===== src/rtl/ccc_lock_sequencer.sv =====
// CCC/PLL power-up and relock sequencer: pulses PLL_ARST_N, filters LOCK, gates READY, bounds retries.
// Optional APB reconfiguration path enabled by defining CCC_APB_RECONFIG_EN.
module ccc_lock_sequencer #(
  parameter int unsigned RST_CYCLES   = 16,
  parameter int unsigned LOCK_TIMEOUT = 50000,
  parameter int unsigned LOCK_FILTER  = 1024,
  parameter int unsigned MAX_RETRY    = 3,
  parameter int unsigned CNT_W        = 8
) (
  input  logic             PCLK,
  input  logic             PRESET_N,
  input  logic             LOCK,
  input  logic             RESTART,
`ifdef CCC_APB_RECONFIG_EN
  input  logic             CFG_REQ,
  input  logic [5:0]       CFG_ADDR,
  input  logic [7:0]       CFG_WDATA,
  output logic             CFG_ACK,
  output logic             PSEL,
  output logic             PENABLE,
  output logic             PWRITE,
  output logic [5:0]       PADDR,
  output logic [7:0]       PWDATA,
`endif
  output logic             PLL_ARST_N,
  output logic             PLL_POWERDOWN_N,
  output logic             READY,
  output logic             FAIL,
  output logic [3:0]       RETRY_CNT,
  output logic [CNT_W-1:0] LOSS_CNT
);

  localparam int unsigned RstW = (RST_CYCLES > 1) ? $clog2(RST_CYCLES + 1) : 1;
  localparam int unsigned TmoW = (LOCK_TIMEOUT > 1) ? $clog2(LOCK_TIMEOUT + 1) : 1;
  localparam int unsigned FltW = (LOCK_FILTER > 1) ? $clog2(LOCK_FILTER + 1) : 1;

  localparam logic [RstW-1:0] RstLast = RstW'(RST_CYCLES - 1);
  localparam logic [TmoW-1:0] TmoLast = TmoW'(LOCK_TIMEOUT - 1);
  localparam logic [FltW-1:0] FltLast = FltW'(LOCK_FILTER - 1);

`ifdef CCC_APB_RECONFIG_EN
  typedef enum logic [2:0] {
    StOff, StPllRst, StWaitLock, StFilter, StRun, StFail, StApbSetup, StApbAccess
  } state_e;
`else
  typedef enum logic [2:0] {
    StOff, StPllRst, StWaitLock, StFilter, StRun, StFail
  } state_e;
`endif

  // Reset: asserted asynchronously, released two PCLK edges after PRESET_N rises.
  logic [1:0] rst_sync_q;
  logic       rst_n;

  always_ff @(posedge PCLK or negedge PRESET_N) begin
    if (!PRESET_N) begin
      rst_sync_q <= 2'b00;
    end else begin
      rst_sync_q <= {rst_sync_q[0], 1'b1};
    end
  end

  assign rst_n = rst_sync_q[1];

  logic lock_meta_q, lock_s;

  always_ff @(posedge PCLK or negedge rst_n) begin
    if (!rst_n) begin
      lock_meta_q <= 1'b0;
      lock_s      <= 1'b0;
    end else begin
      lock_meta_q <= LOCK;
      lock_s      <= lock_meta_q;
    end
  end

  state_e            state_q, state_d;
  logic [RstW-1:0]   rst_cnt_q, rst_cnt_d;
  logic [TmoW-1:0]   tmo_q, tmo_d;
  logic [FltW-1:0]   flt_q, flt_d;
  logic              arst_n_q, arst_n_d;
  logic              pdn_n_q, pdn_n_d;
  logic              ready_q, ready_d;
  logic              fail_q, fail_d;
  logic [3:0]        retry_q, retry_d;
  logic [3:0]        retry_inc;
  logic [CNT_W-1:0]  loss_q, loss_d;

`ifdef CCC_APB_RECONFIG_EN
  logic       pend_q, pend_d;
  logic [5:0] req_addr_q, req_addr_d;
  logic [7:0] req_wdata_q, req_wdata_d;
  logic       psel_q, psel_d;
  logic       penable_q, penable_d;
  logic       pwrite_q, pwrite_d;
  logic [5:0] paddr_q, paddr_d;
  logic [7:0] pwdata_q, pwdata_d;
  logic       ack_q, ack_d;
  logic       req_any;

  assign req_any = pend_q | CFG_REQ;
`endif

  always_comb begin
    state_d   = state_q;
    rst_cnt_d = rst_cnt_q;
    tmo_d     = tmo_q;
    flt_d     = flt_q;
    arst_n_d  = arst_n_q;
    pdn_n_d   = pdn_n_q;
    ready_d   = ready_q;
    fail_d    = fail_q;
    retry_d   = retry_q;
    loss_d    = loss_q;
    retry_inc = retry_q + 4'd1;
`ifdef CCC_APB_RECONFIG_EN
    pend_d      = pend_q;
    req_addr_d  = req_addr_q;
    req_wdata_d = req_wdata_q;
    psel_d      = psel_q;
    penable_d   = penable_q;
    pwrite_d    = pwrite_q;
    paddr_d     = paddr_q;
    pwdata_d    = pwdata_q;
    ack_d       = 1'b0;
    // A request seen outside RUN/FAIL is parked here until it can be served.
    if (CFG_REQ && !pend_q) begin
      pend_d      = 1'b1;
      req_addr_d  = CFG_ADDR;
      req_wdata_d = CFG_WDATA;
    end
`endif

    unique case (state_q)
      StOff: begin
        state_d   = StPllRst;
        pdn_n_d   = 1'b1;
        rst_cnt_d = '0;
      end
      StPllRst: begin
        arst_n_d = 1'b0;
        if (rst_cnt_q == RstLast) begin
          state_d  = StWaitLock;
          arst_n_d = 1'b1;
          tmo_d    = '0;
          flt_d    = '0;
        end else begin
          rst_cnt_d = rst_cnt_q + 1'b1;
        end
      end
      StWaitLock: begin
        if (lock_s) begin
          // The detecting cycle already counts as the first filtered cycle.
          if (LOCK_FILTER <= 1) begin
            state_d = StRun;
            ready_d = 1'b1;
          end else begin
            state_d = StFilter;
            flt_d   = FltW'(1);
          end
        end else if (tmo_q == TmoLast) begin
          retry_d = retry_inc;
          if (retry_inc == 4'(MAX_RETRY)) begin
            state_d  = StFail;
            arst_n_d = 1'b0;
            pdn_n_d  = 1'b0;
            ready_d  = 1'b0;
            fail_d   = 1'b1;
          end else begin
            state_d   = StPllRst;
            arst_n_d  = 1'b0;
            rst_cnt_d = '0;
          end
        end else begin
          tmo_d = tmo_q + 1'b1;
        end
      end
      StFilter: begin
        // Timeout timer is deliberately left untouched across filter excursions.
        if (!lock_s) begin
          state_d = StWaitLock;
          flt_d   = '0;
        end else if (flt_q == FltLast) begin
          state_d = StRun;
          ready_d = 1'b1;
        end else begin
          flt_d = flt_q + 1'b1;
        end
      end
      StRun: begin
        if (!lock_s) begin
          state_d   = StPllRst;
          ready_d   = 1'b0;
          arst_n_d  = 1'b0;
          rst_cnt_d = '0;
          retry_d   = '0;
          if (loss_q != '1) begin
            loss_d = loss_q + 1'b1;
          end
        end
`ifdef CCC_APB_RECONFIG_EN
        else if (req_any) begin
          state_d   = StApbSetup;
          ready_d   = 1'b0;
          pend_d    = 1'b0;
          psel_d    = 1'b1;
          pwrite_d  = 1'b1;
          penable_d = 1'b0;
          paddr_d   = pend_q ? req_addr_q : CFG_ADDR;
          pwdata_d  = pend_q ? req_wdata_q : CFG_WDATA;
        end
`endif
      end
      StFail: begin
`ifdef CCC_APB_RECONFIG_EN
        if (req_any) begin
          state_d   = StApbSetup;
          pend_d    = 1'b0;
          psel_d    = 1'b1;
          pwrite_d  = 1'b1;
          penable_d = 1'b0;
          paddr_d   = pend_q ? req_addr_q : CFG_ADDR;
          pwdata_d  = pend_q ? req_wdata_q : CFG_WDATA;
        end
`endif
      end
`ifdef CCC_APB_RECONFIG_EN
      StApbSetup: begin
        state_d   = StApbAccess;
        penable_d = 1'b1;
      end
      StApbAccess: begin
        state_d   = StPllRst;
        psel_d    = 1'b0;
        penable_d = 1'b0;
        pwrite_d  = 1'b0;
        ack_d     = 1'b1;
        retry_d   = '0;
        fail_d    = 1'b0;
        arst_n_d  = 1'b0;
        pdn_n_d   = 1'b1;
        rst_cnt_d = '0;
      end
`endif
      default: state_d = StOff;
    endcase

    // RESTART overrides every same-cycle transition; LOSS_CNT is kept.
    if (RESTART) begin
      state_d   = StPllRst;
      rst_cnt_d = '0;
      flt_d     = '0;
      arst_n_d  = 1'b0;
      pdn_n_d   = 1'b1;
      ready_d   = 1'b0;
      fail_d    = 1'b0;
      retry_d   = '0;
      loss_d    = loss_q;
`ifdef CCC_APB_RECONFIG_EN
      pend_d    = pend_q | CFG_REQ;
      psel_d    = 1'b0;
      penable_d = 1'b0;
      pwrite_d  = 1'b0;
      ack_d     = 1'b0;
`endif
    end
  end

  always_ff @(posedge PCLK or negedge rst_n) begin
    if (!rst_n) begin
      state_q   <= StOff;
      rst_cnt_q <= '0;
      tmo_q     <= '0;
      flt_q     <= '0;
      arst_n_q  <= 1'b0;
      pdn_n_q   <= 1'b0;
      ready_q   <= 1'b0;
      fail_q    <= 1'b0;
      retry_q   <= '0;
      loss_q    <= '0;
    end else begin
      state_q   <= state_d;
      rst_cnt_q <= rst_cnt_d;
      tmo_q     <= tmo_d;
      flt_q     <= flt_d;
      arst_n_q  <= arst_n_d;
      pdn_n_q   <= pdn_n_d;
      ready_q   <= ready_d;
      fail_q    <= fail_d;
      retry_q   <= retry_d;
      loss_q    <= loss_d;
    end
  end

`ifdef CCC_APB_RECONFIG_EN
  always_ff @(posedge PCLK or negedge rst_n) begin
    if (!rst_n) begin
      pend_q      <= 1'b0;
      req_addr_q  <= '0;
      req_wdata_q <= '0;
      psel_q      <= 1'b0;
      penable_q   <= 1'b0;
      pwrite_q    <= 1'b0;
      paddr_q     <= '0;
      pwdata_q    <= '0;
      ack_q       <= 1'b0;
    end else begin
      pend_q      <= pend_d;
      req_addr_q  <= req_addr_d;
      req_wdata_q <= req_wdata_d;
      psel_q      <= psel_d;
      penable_q   <= penable_d;
      pwrite_q    <= pwrite_d;
      paddr_q     <= paddr_d;
      pwdata_q    <= pwdata_d;
      ack_q       <= ack_d;
    end
  end

  assign CFG_ACK = ack_q;
  assign PSEL    = psel_q;
  assign PENABLE = penable_q;
  assign PWRITE  = pwrite_q;
  assign PADDR   = paddr_q;
  assign PWDATA  = pwdata_q;
`endif

  assign PLL_ARST_N      = arst_n_q;
  assign PLL_POWERDOWN_N = pdn_n_q;
  assign READY           = ready_q;
  assign FAIL            = fail_q;
  assign RETRY_CNT       = retry_q;
  assign LOSS_CNT        = loss_q;

endmodule

===== config.mk =====
export PLATFORM = sky130hd
export DESIGN_NAME = ccc_lock_sequencer
export DESIGN_NICKNAME = d
export VERILOG_FILES = /design/src/rtl/ccc_lock_sequencer.sv
export SDC_FILE = /design/constraint.sdc
export NUM_CORES = 1
export LEC_CHECK = 0
export BUFFER_PORTS_ARGS = -buffer_cell sky130_fd_sc_hd__buf_2
export CORE_MARGIN = 3
export CORE_UTILIZATION = 65
export CTS_CLUSTER_DIAMETER = 80
export DETAILED_ROUTE_END_ITERATION = 8
export PLACE_DENSITY_LB_ADDON = 0.08
export SYNTH_ARGS = -nofsm -noshare
export SYNTH_HDL_FRONTEND = slang
export SYNTH_SLANG_ARGS = --single-unit
export TNS_END_PERCENT = 50

===== constraint.sdc =====
create_clock -name PCLK -period 3.15 [get_ports PCLK]
set_input_delay 0.315 -clock PCLK [delete_from_list [all_inputs] [get_ports PCLK]]
set_output_delay 0.315 -clock PCLK [all_outputs]
set_load 0.01 [all_outputs]

==> flow_metrics.tcl, run 1 <==
set metrics [dict create \
    rsz_0062_raised_after_global_routing "no" \
    vias_in_the_first_global_route 2480 \
    critical_path.max_fanout 7 \
    synth.ff_latch_count 55 \
    fin_nets 360 \
    num_vias 2611 \
    setup_viol_count_final 0 \
    dp_cells 393 \
    postSynthCellCount 333 \
    worst_hold_slack_ns 0.103 \
    hold_depth 1 \
    period_share_pct 78.3 \
    die-height_um 74.5 \
    yosys.cell_types.count 55 \
    synthesis.area_um2 3050 \
    vias_per_cell 6.50 \
    die_area_um2 5550 \
    drt-total-wl_um 6580 \
    cts.path.max_buffers 2 \
    routedWlPerCell_um 16.4 \
    postRouteAntennaNets 0 \
    synthTopCellsByArea "sky130_fd_sc_hd__dfrtp_1 45%, sky130_fd_sc_hd__o21ai_0 4.4%, sky130_fd_sc_hd__a21oi_1 3.6%" \
    fraction_of_the_yosys_area_taken_by_sequential_cells_pct 45.1 \
    drt_iter0_markers 284 \
    hold_path.startpoint "LOCK" \
    ioPinCount 20 \
    post_cts_resized 0 \
    cp_data_required_time_ns 3.40 \
    finalNonFillerCells 402 \
    grt_max_degree 35 \
    slew_headroom_pct 36.5 \
    detailedPlacementHpwl_um 4750 \
    post_synth_xor_area_fraction_pct 2.87 \
    place_ws_ns 0.723 \
    worst-r2r-setup-slack_ns 0.68 \
    layout-drive-gt1-share_pct 11.4 \
    post_route_skew_ns 0.0145 \
    synth_top_area_cell "sky130_fd_sc_hd__dfrtp_1" \
    critPathTopFamily "simple AND/OR/NAND/NOR gates" \
    cts.sinks 55 \
    clkTransAtPathRegs_ns 0.11 \
    postCtsSetupBuffers 0 \
    crit_path_top_delay_cell "sky130_fd_sc_hd__or4_1" \
    synth.mux.area_fraction_pct 1.72 \
    globalRouteTotalUtil_pct 25.8 \
    final_core_util_pct 74.1 \
    crit_chain "ha_1 -> inv_1 -> nor3_1 -> ha_1 -> nor3b_2 -> a22oi_2 -> or4_1 -> a21oi_1" \
    setup_slack_ns 0.683 \
    h-tree-depth 2 \
    finalHoldViolations 0 \
    synthesis.area_per_instance_um2 9.16 \
    yosys.cell_count.top_type "sky130_fd_sc_hd__dfrtp_1" \
    drc_errors 0 \
    stdcell_area_um2 3290 \
    synth_compound_gate_area_share_pct 21.0 \
    type_of_destination_of_the_critical_path "flip-flop" \
    number_of_buffers_added_by_the_clock_tree_synthesis_step 5 \
    post_synthesis_adder_cell_area_fraction_pct 2.87 \
    insertion_delay_ns 0.32 \
    timing.rr.end "tmo_q[14]" \
    power.density_cell_area_nw_per_um2 386 \
    worst_path_arrival_ns 2.72 \
    status "finished, final reports clean" \
    sum_of_buffers_and_inverters_on_the_critical_path 1 \
    leakagePower_nw 1.49 \
    clock_tree_from_tritoncts "done" \
    ff2ff_path_depth 8 \
    synth_enable_flop_cells 0 \
    synth_top_family_by_area "simple AND/OR/NAND/NOR gates" \
    fmax_mhz 405 \
    synth_simple_gate_area_share_pct 22.2 \
    yosys-top-cells-count "55 x sky130_fd_sc_hd__dfrtp_1, 27 x sky130_fd_sc_hd__o21ai_0, 26 x sky130_fd_sc_hd__nor2_1" \
    primary_ff_master_synth "sky130_fd_sc_hd__dfrtp_1" \
    placed_cell_area_um2 3180 \
    yosys_warnings 0 \
    grt_first_pass_wirelength_um 11200 \
    antenna_found_initial 0 \
    timing_worst_setup_path_type "reg2reg" \
    yosysTopAreaCellShare_pct 45.1 \
    floorplan.initialDensity_pct 68.6 \
    syn-num-nets 344 \
    measured_slew_at_the_worst_slew_check_pin_ns 0.948 \
    final.min_clock_period_ns 2.47 \
    root_buffer_selected_by_cts "sky130_fd_sc_hd__clkbuf_8" \
    gp_congestion 0.842 \
    max_cap_violations 0 \
    overflow 0 \
    whs_endpoint "lock_meta_q" \
    placementRows 24 \
    worst_ir_drop_vdd_mv 0.349 \
    min_delay_path_class "in2reg" \
    io_buffers 19 \
    async_flop_share_pct 100 \
    total_power_mw 1.27 \
    fin_setup_tns_ns 0 \
    cts_stage_hold_buffer_count 1 \
    die-width_um 74.5 \
    max_stage_delay_ns 0.49 \
    dominant_cell_type_by_count_on_the_critical_path "sky130_fd_sc_hd__ha_1" \
    timing.rr.start "rst_cnt_q[0]" \
    final-max-slew-violation-count 0 \
    diodes 0 \
    area_delta_synth_final_pct 7.92 \
    first_pass_drt_iterations 5 \
    floorplan_core_area_um2 4440 \
    worstSetupStartpointType "flip-flop" \
]
[cell type report]
class / count / area [µm²]
Multi-Input combinational cell: 245 / 1550
Sequential cell: 55 / 1380
Fill cell: 334 / 1150
Timing Repair Buffer: 24 / 135
Clock buffer: 6 / 82.6
Inverter: 18 / 67.6
Tap cell: 52 / 65.1
Clock inverter: 2 / 16.3
[logic make-up after synthesis]
logic type,count (synthesis)
AND/OR/NAND/NOR,124
adder cells (fa/ha/maj),7
multiplexers,5
XOR/XNOR,10
flip-flops,55
other,1
AO/OA/AOI/OAI,98
buffers and inverters,33
[power by group]
group / internal [mW] / leakage, nW / switching, mW / total [mW]
logic: 0.0361 / 0.703 / 0.0648 / 0.101
clock network: 0.180 / 0.0474 / 0.236 / 0.416
registers: 0.720 / 0.743 / 0.0322 / 0.752
total: 0.936 / 1.49 / 0.333 / 1.27
[flip-flops by register name, summed over array words and instances (netlist names), 2 cells and up]
register    count
LOSS_CNT        8
RETRY_CNT       4
flt_q          11
rst_cnt_q       5
rst_sync_q      2
state_q         3
tmo_q          16
[how the worst max path moves through the flow]
stage	cells past startpoint	start	slack, ns	to
2_1_floorplan	8	rst_cnt_q[0]	1.00	tmo_q[14]
3_3_place_gp	5	state_q[1]	0.78	tmo_q[15]
3_5_place_dp	8	rst_cnt_q[0]	0.72	tmo_q[14]
4_1_cts	8	rst_cnt_q[1]	0.70	tmo_q[14]
5_1_grt	8	rst_cnt_q[0]	0.50	tmo_q[5]
6_report	8	rst_cnt_q[0]	0.68	tmo_q[14]
[metal layers]
layer | vias up | part of all wire (%) | track usage [%]
li1 | 1269 | - | -
met1 | 1238 | 45 | 35.1
met2 | 98 | 49 | 42.1
met3 | 6 | 5.7 | 4.59
met4 | 0 | 1.1 | 8.30
met5 | - | 0 | 0
[placed cells by master (no fill, tap or decap), types with 4 or more instances in the layout]
cell type	synthesis	final
sky130_fd_sc_hd__o21ai_0	27	27
sky130_fd_sc_hd__or4_1	7	7
sky130_fd_sc_hd__o21a_1	5	5
sky130_fd_sc_hd__o31ai_1	7	7
sky130_fd_sc_hd__nand3_1	11	11
sky130_fd_sc_hd__xnor2_1	5	5
sky130_fd_sc_hd__inv_1	18	18
sky130_fd_sc_hd__a31oi_1	5	5
sky130_fd_sc_hd__nor2_1	26	26
sky130_fd_sc_hd__a21oi_1	22	22
sky130_fd_sc_hd__buf_2	2	19
sky130_fd_sc_hd__buf_4	0	4
sky130_fd_sc_hd__or3_1	5	5
sky130_fd_sc_hd__nor2b_1	4	4
sky130_fd_sc_hd__nor3_1	9	9
sky130_fd_sc_hd__nand4_1	12	12
sky130_fd_sc_hd__xor2_1	5	5
sky130_fd_sc_hd__and3_1	7	7
sky130_fd_sc_hd__dfrtp_1	55	54
sky130_fd_sc_hd__ha_1	7	7
sky130_fd_sc_hd__clkbuf_8	0	6
sky130_fd_sc_hd__nand2_1	23	23
No activity file was read; power rests on OpenSTA's default activity.
==> inputs of run 2 (changes only) <==
--- a/config.mk
+++ b/config.mk
@@ -7,7 +7,7 @@
 export LEC_CHECK = 0
 export BUFFER_PORTS_ARGS = -buffer_cell sky130_fd_sc_hd__buf_2
 export CORE_MARGIN = 3
-export CORE_UTILIZATION = 65
+export CORE_UTILIZATION = 60
 export CTS_CLUSTER_DIAMETER = 80
 export DETAILED_ROUTE_END_ITERATION = 8
 export PLACE_DENSITY_LB_ADDON = 0.08
==> constraint.sdc (replaced) <==
create_clock -name PCLK -period 2.45 [get_ports PCLK]
set_input_delay 0.245 -clock PCLK [delete_from_list [all_inputs] [get_ports PCLK]]
set_output_delay 0.245 -clock PCLK [all_outputs]
set_load 0.01 [all_outputs]
==> run 2 against run 1 <==
Combinational power increased by 65%. First-iteration DRC count decreased by 26%. Global-route usage decreased by 2.8 points. Non-clock buffer count increased by 10. Setup slack got worse by 0.45 ns. Power increased by 30%. Core utilization decreased by 3.8 points. Final cell count increased by 6.2%. Critical path type unchanged. Highest routed layer unchanged.
==> flow_metrics.tcl, run 2 (synthesis results as in run 1) <==
set metrics [dict create \
    status "finished, final reports clean" \
    post_route_skew_ns 0.0103 \
    vias_in_the_first_global_route 2504 \
    detailedPlacementHpwl_um 4670 \
    floorplan_core_area_um2 4820 \
    worst_hold_slack_ns 0.0230 \
    die-height_um 77.3 \
    critical_path.max_fanout 14 \
    globalRouteTotalUtil_pct 23.0 \
    die_area_um2 5980 \
    mostFrequentLayoutCells "54 x sky130_fd_sc_hd__dfrtp_1, 27 x sky130_fd_sc_hd__o21ai_0, 26 x sky130_fd_sc_hd__nor2_1" \
    overflow 0 \
    h-tree-depth 2 \
    fin_setup_tns_ns 0 \
    reg_with_most_ffs "tmo_q" \
    largest_register_ffs 16 \
    final.min_clock_period_ns 2.21 \
    power.density_cell_area_nw_per_um2 488 \
    placed_cell_area_um2 3280 \
    clkTransAtPathRegs_ns 0.11 \
    number_of_buffers_added_by_the_clock_tree_synthesis_step 5 \
    postRouteAntennaNets 0 \
    setup_viol_count_final 0 \
    root_buffer_selected_by_cts "sky130_fd_sc_hd__clkbuf_8" \
    leakagePower_nw 1.54 \
    placementRows 25 \
    min_delay_path_class "in2reg" \
    ioPinCount 20 \
    type_of_destination_of_the_critical_path "flip-flop" \
    cp_data_required_time_ns 2.71 \
    area_delta_synth_final_pct 11.0 \
    wire_length_on_met3_um 319 \
    worst-r2r-setup-slack_ns 0.24 \
    insertion_delay_ns 0.32 \
    gp_congestion 0.912 \
    rsz_0062_raised_after_global_routing "no" \
    cts.path.max_buffers 2 \
    worst_ir_drop_vdd_mv 0.412 \
    dp_cells 418 \
    post_cts_resized 0 \
    die-width_um 77.3 \
    layout.filler_cells 386 \
    clock_tree_from_tritoncts "done" \
    place_ws_ns 0.227 \
    num_vias 2649 \
    drt_iter0_markers 209 \
    worst_path_arrival_ns 2.47 \
    stdcell_area_um2 3380 \
    drc_errors 0 \
    finalHoldViolations 0 \
    floorplan.initialDensity_pct 63.3 \
    fmax_mhz 452 \
    antenna_found_initial 0 \
    vias_per_cell 6.20 \
    fin_nets 370 \
    first_pass_drt_iterations 4 \
    io_buffers 19 \
    max_cap_violations 0 \
    routedWlPerCell_um 15.4 \
    finalNonFillerCells 427 \
    cts.sinks 55 \
    met2_wirelength_um 3100 \
    grt_max_degree 28 \
    grt_first_pass_wirelength_um 11300 \
    setup_slack_ns 0.238 \
    drt-total-wl_um 6570 \
    final-max-slew-violation-count 0 \
    met1_length_um 3050 \
    commonest_non_fill_non_tap_cell_in_the_layout "sky130_fd_sc_hd__dfrtp_1" \
    period_share_pct 90.3 \
    highest_layer "met4" \
    timing_worst_setup_path_type "reg2reg" \
    layout-drive-gt1-share_pct 13.9 \
    diodes 0 \
    postCtsSetupBuffers 0 \
    worstSetupStartpointType "flip-flop" \
]
-- run 2: cell types whose count changed in the layout (fill, tap and decap cells not counted), sizes merged --
cell      change
inv           +3
buf          +10
clkinvlp      -1
clkinv        -1
clkbuf        -1
-- run 2: layer usage --
layer / GRT usage (%) / vias to the layer above
li1: - / 1281
met1: 31.3 / 1290
met2: 37.0 / 69
met3: 4.11 / 9
met4: 8.36 / 0
met5: 0 / -
-- run 2: cell type report --
type	count	area, µm²	area share [%]
clock inverters	3	28.8	0.850
inverters	18	67.6	2.00
clock buffers	5	68.8	2.03
flip-flops and latches	55	1380	40.7
well taps	67	83.8	2.48
repair buffers	34	210	6.21
multi-input cells	245	1550	45.7
-- run 2: worst paths after layout --
kind,endpoint,cells after the start,from
setup / recovery,tmo_q[15],9,rst_cnt_q[0]
hold / removal,lock_meta_q,1,LOCK
setup reg to reg,tmo_q[15],9,rst_cnt_q[0]
hold reg to reg,tmo_q[4],1,rst_sync_q[1]
max in group asynchronous,rst_cnt_q[0],1,rst_sync_q[1]
min in group asynchronous,rst_sync_q[0],2,PRESET_N
-- run 2: where the power goes --
group / switching, mW / leakage [nW] / internal (mW) / total (mW)
Clock: 0.328 / 0.0511 / 0.216 / 0.545
Sequential: 0.0148 / 0.743 / 0.927 / 0.941
Combinational: 0.112 / 0.750 / 0.0551 / 0.167
Total: 0.455 / 1.54 / 1.20 / 1.65
-- run 2: metrics by stage --
stage	utilization [%]	power (mW)
2_1_floorplan	-	1.07
3_3_place_gp	68.0	1.12
3_5_place_dp	68.0	1.12
4_1_cts	70.3	1.66
5_1_grt	70.3	1.72
6_report	70.3	1.65
-- run 2: timing repair --
action / CTS / global route
hold buffers: 1 / 0
endpoints found under the setup margin: 0 / 0
endpoints found under the hold margin: 2 / 0
-- run 2: worst max-delay path, cell delays in order, from the launching register on --
cell	delay, ns
sky130_fd_sc_hd__dfrtp_1	0.40
sky130_fd_sc_hd__ha_1	0.16
sky130_fd_sc_hd__inv_1	0.05
sky130_fd_sc_hd__nor3_1	0.14
sky130_fd_sc_hd__ha_1	0.32
sky130_fd_sc_hd__nand3b_1	0.13
sky130_fd_sc_hd__a2bb2oi_1	0.16
sky130_fd_sc_hd__buf_4	0.18
sky130_fd_sc_hd__or4_1	0.47
sky130_fd_sc_hd__a21oi_1	0.15
